`src/rtl/cv32e40p_pkg.sv`:
```
// Shared types and constants for the CV32E40P instruction fetch queue.
package cv32e40p_pkg;

  localparam int unsigned FETCH_MAX_OUTSTANDING = 2;

  typedef enum logic [1:0] {
    FQ_IDLE,
    FQ_WAIT_GNT,
    FQ_WAIT_GNT_FLUSH
  } fetch_queue_state_e;

  function automatic logic [31:0] word_align(input logic [31:0] addr);
    return {addr[31:2], 2'b00};
  endfunction

endpackage

```
`src/rtl/cv32e40p_fetch_fifo.sv`:
```
// Small synchronous FIFO for fetched instruction words; head is presented combinationally.
module cv32e40p_fetch_fifo #(
  parameter int unsigned DEPTH = 2,
  parameter int unsigned WIDTH = 32
) (
  input  logic                         clk,
  input  logic                         rst_n,
  input  logic                         flush_i,
  input  logic                         push_i,
  input  logic                         pop_i,
  input  logic [WIDTH-1:0]             wdata_i,
  output logic [WIDTH-1:0]             rdata_o,
  output logic [$clog2(DEPTH+1)-1:0]   cnt_o,
  output logic                         empty_o
);

  localparam int unsigned AddrW = (DEPTH > 1) ? $clog2(DEPTH) : 1;
  localparam int unsigned CntW  = $clog2(DEPTH + 1);

  logic [WIDTH-1:0] mem_q [DEPTH];
  logic [AddrW-1:0] wptr_q, wptr_d;
  logic [AddrW-1:0] rptr_q, rptr_d;
  logic [CntW-1:0]  cnt_q, cnt_d;

  // Pointers wrap naturally because DEPTH is a power of two.
  always_comb begin
    wptr_d = wptr_q;
    rptr_d = rptr_q;
    cnt_d  = cnt_q;
    if (flush_i) begin
      wptr_d = '0;
      rptr_d = '0;
      cnt_d  = '0;
    end else begin
      if (push_i) wptr_d = wptr_q + AddrW'(1);
      if (pop_i)  rptr_d = rptr_q + AddrW'(1);
      if (push_i && !pop_i)      cnt_d = cnt_q + CntW'(1);
      else if (!push_i && pop_i) cnt_d = cnt_q - CntW'(1);
    end
  end

  always_ff @(posedge clk or negedge rst_n) begin
    if (!rst_n) begin
      wptr_q <= '0;
      rptr_q <= '0;
      cnt_q  <= '0;
    end else begin
      wptr_q <= wptr_d;
      rptr_q <= rptr_d;
      cnt_q  <= cnt_d;
    end
  end

  always_ff @(posedge clk) begin
    if (push_i && !flush_i) mem_q[wptr_q] <= wdata_i;
  end

  assign rdata_o = mem_q[rptr_q];
  assign cnt_o   = cnt_q;
  assign empty_o = (cnt_q == '0);

endmodule

```
`src/rtl/cv32e40p_fetch_queue.sv`:
```
// Instruction fetch queue: issues OBI word fetches (max two in flight), buffers responses
// and hands them to the IF stage, discarding old-stream data on a branch.
module cv32e40p_fetch_queue
  import cv32e40p_pkg::*;
#(
  parameter int unsigned DEPTH = 2
) (
  input  logic        clk,
  input  logic        rst_n,
  input  logic        req_i,
  input  logic        branch_i,
  input  logic [31:0] branch_addr_i,
  input  logic        fetch_ready_i,
  output logic        fetch_valid_o,
  output logic [31:0] fetch_rdata_o,
  output logic        instr_req_o,
  output logic [31:0] instr_addr_o,
  input  logic        instr_gnt_i,
  input  logic        instr_rvalid_i,
  input  logic [31:0] instr_rdata_i,
  input  logic        instr_err_i,
  output logic        busy_o
);

  localparam int unsigned CntW   = $clog2(DEPTH + 1);
  localparam logic [1:0]  MaxOut = 2'(FETCH_MAX_OUTSTANDING);

  fetch_queue_state_e state_q, state_d;
  logic [31:0] fetch_addr_q, fetch_addr_d;
  logic [31:0] branch_addr_q, branch_addr_d;
  logic [1:0]  outstanding_q, outstanding_d;
  logic [1:0]  discard_q, discard_d;

  logic [CntW-1:0] fifo_cnt;
  logic [CntW:0]   level;
  logic [31:0]     fifo_rdata, branch_target;
  logic            fifo_empty, fifo_push, fifo_pop;
  logic            can_issue, branch_ok, granted, rsp_accept, bypass;
  logic            unused_err;

  assign unused_err    = instr_err_i;
  assign branch_target = word_align(branch_addr_i);
  assign level         = {1'b0, fifo_cnt} + (CntW + 1)'(outstanding_q);
  assign can_issue     = req_i && (level < (CntW + 1)'(DEPTH)) && (outstanding_q < MaxOut);
  // FIFO is flushed in the branch cycle, so only the in-flight limit gates the new target.
  assign branch_ok     = req_i && (outstanding_q < MaxOut);
  assign granted       = instr_req_o && instr_gnt_i;

  always_comb begin
    state_d       = state_q;
    fetch_addr_d  = fetch_addr_q;
    branch_addr_d = branch_addr_q;
    instr_req_o   = 1'b0;
    instr_addr_o  = fetch_addr_q;
    unique case (state_q)
      FQ_IDLE: begin
        if (branch_i) begin
          if (branch_ok) begin
            instr_req_o  = 1'b1;
            instr_addr_o = branch_target;
            if (instr_gnt_i) begin
              fetch_addr_d = branch_target + 32'd4;
            end else begin
              fetch_addr_d = branch_target;
              state_d      = FQ_WAIT_GNT;
            end
          end else begin
            fetch_addr_d = branch_target;
          end
        end else if (can_issue) begin
          instr_req_o = 1'b1;
          if (instr_gnt_i) fetch_addr_d = fetch_addr_q + 32'd4;
          else             state_d      = FQ_WAIT_GNT;
        end
      end
      FQ_WAIT_GNT: begin
        instr_req_o = 1'b1;
        if (instr_gnt_i) begin
          state_d      = FQ_IDLE;
          fetch_addr_d = branch_i ? branch_target : fetch_addr_q + 32'd4;
        end else if (branch_i) begin
          branch_addr_d = branch_target;
          state_d       = FQ_WAIT_GNT_FLUSH;
        end
      end
      FQ_WAIT_GNT_FLUSH: begin
        instr_req_o = 1'b1;
        if (branch_i) branch_addr_d = branch_target;
        if (instr_gnt_i) begin
          state_d      = FQ_IDLE;
          fetch_addr_d = branch_i ? branch_target : branch_addr_q;
        end
      end
      default: state_d = FQ_IDLE;
    endcase
  end

  // A grant outside IDLE is always for the old stream when a branch is pending or arriving.
  always_comb begin
    outstanding_d = outstanding_q + 2'(granted) - 2'(instr_rvalid_i);
    discard_d     = discard_q;
    if (branch_i) begin
      discard_d = outstanding_q + 2'(granted && (state_q != FQ_IDLE)) - 2'(instr_rvalid_i);
    end else begin
      if (instr_rvalid_i && (discard_q != 2'd0)) discard_d = discard_d - 2'd1;
      if (granted && (state_q == FQ_WAIT_GNT_FLUSH)) discard_d = discard_d + 2'd1;
    end
  end

  always_ff @(posedge clk or negedge rst_n) begin
    if (!rst_n) begin
      state_q       <= FQ_IDLE;
      fetch_addr_q  <= '0;
      branch_addr_q <= '0;
      outstanding_q <= '0;
      discard_q     <= '0;
    end else begin
      state_q       <= state_d;
      fetch_addr_q  <= fetch_addr_d;
      branch_addr_q <= branch_addr_d;
      outstanding_q <= outstanding_d;
      discard_q     <= discard_d;
    end
  end

  assign rsp_accept = instr_rvalid_i && (discard_q == 2'd0) && !branch_i;
  assign bypass     = fifo_empty && fetch_ready_i && rsp_accept;
  assign fifo_push  = rsp_accept && !bypass;
  assign fifo_pop   = !fifo_empty && fetch_ready_i && !branch_i;

  cv32e40p_fetch_fifo #(
    .DEPTH (DEPTH),
    .WIDTH (32)
  ) u_fifo (
    .clk     (clk),
    .rst_n   (rst_n),
    .flush_i (branch_i),
    .push_i  (fifo_push),
    .pop_i   (fifo_pop),
    .wdata_i (instr_rdata_i),
    .rdata_o (fifo_rdata),
    .cnt_o   (fifo_cnt),
    .empty_o (fifo_empty)
  );

  assign fetch_valid_o = fifo_empty ? rsp_accept : !branch_i;
  assign fetch_rdata_o = fifo_empty ? instr_rdata_i : fifo_rdata;
  assign busy_o        = instr_req_o || (outstanding_q != 2'd0);

endmodule

```
`config.mk`:
```
export PLATFORM = sky130hd
export DESIGN_NAME = cv32e40p_fetch_queue
export DESIGN_NICKNAME = d
export VERILOG_FILES = /design/src/rtl/cv32e40p_pkg.sv /design/src/rtl/cv32e40p_fetch_fifo.sv /design/src/rtl/cv32e40p_fetch_queue.sv
export SDC_FILE = /design/constraint.sdc
export NUM_CORES = 1
export LEC_CHECK = 0
export ABC_AREA = 1
export CORE_MARGIN = 2
export CORE_UTILIZATION = 45
export CTS_CLUSTER_DIAMETER = 100
export CTS_CLUSTER_SIZE = 8
export DETAILED_ROUTE_END_ITERATION = 12
export PLACE_DENSITY = 0.68
export SYNTH_ARGS = -nofsm -noshare
export SYNTH_HDL_FRONTEND = slang
export SYNTH_SLANG_ARGS = --single-unit
```
`constraint.sdc`:
```
create_clock -name clk -period 5.07 [get_ports clk]
set_clock_uncertainty 0.2 [all_clocks]
set_input_delay 0.7605 -clock clk [delete_from_list [all_inputs] [get_ports clk]]
set_output_delay 0.7605 -clock clk [all_outputs]
set_load 0.01 [all_outputs]
```
==> impl_results.md <==
* Post-route setup TNS at 0 ns
* Slowest-stage cell, CP: clkdlybuf4s50_1
* Max_slew headroom at 0.458
* Post-synthesis register bit count at around 140
* Slew Limit Fails at 0
* Vias per std cell at 5.41
* Synth top area cells: edfxtp_1 21%, dfrtp_1 20%, nand2_1 17%, a21oi_1 6.9%, o21ai_0 6.5%
* Dpl ws at around 0.94 ns
* Tot Pwr at between 6 and 7 mW
* YS warnings at 0
* Synth top area share at 0.210
* Grt ovf at 0
* Most used DFF post-synth: dfrtp_1
* Final WL at 28100 µm
* Final min period at ~4.2 ns
* Buffers on Ports at 135
* Tot GR Track Use at 0.264
* Tightest Pin Transition at between 0.8 and 0.9 ns
* Net Count, Synth at between 1k and 1.5k
* Reg area at ~0.0038 mm²
* CP Max Fanout at 44
* Post-DRT Antenna Nets at 0
* Die area at 0.0215 mm²
* Finished Core Util at 0.560
* Run status: complete, no violations
* Final hold vios at 0
* Latest clock arrival within the worst-skew pair at ~0.42 ns
* Remaining DRCs at 0
* Area Overhead vs Synth at 23.1%
* Initial Util at 0.455
* Critical Path Sink Type: primary output
* Detailed Place HPWL at approximately 19000 µm
* Resized cells post-CTS at 0
* Fmax achieved at 0.241 GHz
* Cell breakdown of the critical path: clkdlybuf4s50_1 > nand2_2 > nor2_4 > nand2_2 > buf_4 > o21ai_0 > clkdlybuf4s50_1
* Die width at approximately 150 µm
* Max VDD drop at between 400 and 500 µV
* Clock tree buffer depth at 2
* Filler cell count at 1907
* Multi-input logic area at roughly 0.0046 mm²
* Syn_area_per_cell at roughly 7.0 µm²
* CTS Hold Bufs at 0
* Die height at between 100 and 150 µm
* P per Cell Area at ~560 mW/mm²
* Io pins at 139
* DP Area at between 0.01 and 0.015 mm²
* Layout cells sized above 1 at 0.0699
* 1st-pass router iterations at 6
* CTS sink cnt at roughly 140
* Final period utilization at 0.820
* Root buffer cell: clkbuf_16
* Total number of vias at 9205
* Synth Instances at between 1k and 1.5k
* Post-layout instance area at about 0.011 mm²
* First-pass GRT wire length at 45100 µm
* Post-synthesis cell area at 0.00915 mm²
* Cell Rows at 52
* ANT cells at 0
* Antenna violations before repair at 0
* PnR worst setup slack at 0.914 ns
* Final nets at between 1.5k and 2k
* Final GP Congestion at around 1
* RSZ-0062 raised after global routing: no
* Netlist cell types at 46
* Vias in the first global route at between 8k and 9k
* Crit path DAT at 3.20 ns
* Area of the core at 0.0201 mm²
* Hold Path Class: in2async
* Worst R2R Setup Slack at ~2.2 ns
* Area leader, netlist: edfxtp_1
* Pin count of the biggest net entering global routing at between 60 and 70
* Startpoint types: input port
* Setup CP Type: in2out
* Post-synthesis sequential area ratio at 0.412
* Final count of negative-setup-slack endpoints at 0
* Most frequent cells in the layout: 402 x nand2_1, 133 x clkdlybuf4s50_1, 126 x a21oi_1
* Starting DRC count in detailed routing at 970
* CTS tree: built
* Max stage delay on crit path at roughly 0.57 ns
* CTS Buf Count at 17
* DR WL/cell at between 15 and 20 µm
* Clk slew on worst S/H paths at roughly 0.07 ns
* # Post-CTS Setup Buffers at 0
* Commonest non-fill, non-tap cell in the layout: nand2_1
* Post-synth EDFFs at between 60 and 70
* H-tree depth at 4
* CP required at around 4.1 ns
* Max Cap Viol at 0
* Leak at just under 5 nW
* Async set-reset flop share out of synthesis at 0.536
-- power breakdown --
part           internal [mW]  total [mW]  switching, mW
Sequential              1.50        1.80          0.296
Combinational           1.32        3.25           1.93
Clock                  0.737        1.27          0.533
-- sequential cells by signal, summed over array words and instances (netlist names) --
| signal | count |
|---|---|
| u_fifo.mem_q | 64 |
| branch_addr_q | 32 |
| fetch_addr_q | 32 |
| discard_q | 2 |
| outstanding_q | 2 |
| state_q | 2 |
| u_fifo.cnt_o | 2 |
| u_fifo.rptr_q | 1 |
| u_fifo.wptr_q | 1 |
-- worst paths after layout --
kind,start,end,cells after the start
max,req_i,instr_addr_o[13],7
min reg2reg,branch_addr_q[1],branch_addr_q[1],2
min in group clk,branch_addr_q[1],branch_addr_q[1],2
max reg2reg,state_q[1],fetch_addr_q[8],11
min,rst_n,branch_addr_q[23],1
max in group asynchronous,rst_n,branch_addr_q[1],2
-- cell families (layout without fill, tap and decap cells) --
| kind of cell | count (synthesis) | after routing | share of synthesized area |
|---|---|---|---|
| xor gates and xnor gates | 7 | 7 | 0.00670 |
| AOI/OAI and AO/OA | 269 | 269 | 0.152 |
| DFF | 138 | 138 | 0.412 |
| buffers and inverters | 189 | 311 | 0.0846 |
| and+or+nand+nor | 693 | 693 | 0.327 |
| adders and majority gates | 12 | 12 | 0.0172 |
-- stage by stage --
| step | std cells | hold slack, ns |
|---|---|---|
| 2_1_floorplan | 1308 | 0.264 |
| 3_3_place_gp | 1668 | 0.285 |
| 3_5_place_dp | 1668 | 0.290 |
| 4_1_cts | 1700 | 0.0769 |
| 5_1_grt | 1700 | 0.0930 |
| 6_report | 1700 | 0.0665 |
-- cells in the mapped netlist (4+ instances only) --
cell type and number:
a21oi_1 126, buf_2 19, buf_4 7, clkbuf_1 33, dfrtp_1 74, edfxtp_1 64, ha_1 11, inv_1 119
inv_2 7, nand2_1 403, nand2_2 6, nand2_4 4, nand3_1 104, nand4_1 10, nor2_1 125, nor2_2 13
nor2_4 9, o211ai_1 5, o21ai_0 119, o21ai_1 6, xnor2_1 4
-- layout make-up --
cell class,count,area share
Timing Repair Buffer,152,0.131
Sequential cell,138,0.335
Clock inverter,14,0.0143
Multi-Input combinational cell,981,0.409
Tap cell,270,0.0300
Inverter,127,0.0423
Clock buffer,18,0.0381
-- worst max-delay path: cells and delay by family --
| kind | cells | cell delay (ns) |
|---|---|---|
| AOI/OAI and AO/OA | 1 | 0.18 |
| buffers and inverters | 3 | 1.44 |
| and+or+nand+nor | 3 | 0.80 |
-- layer usage --
layer  wire length, µm  share of wire  global-route usage
met1             12700           0.45               0.374
met3              1780          0.063              0.0444
met2             13000           0.46               0.412
met4               678          0.024              0.0898
met5                 0              0                   0
No activity file was read; power rests on OpenSTA's default activity.
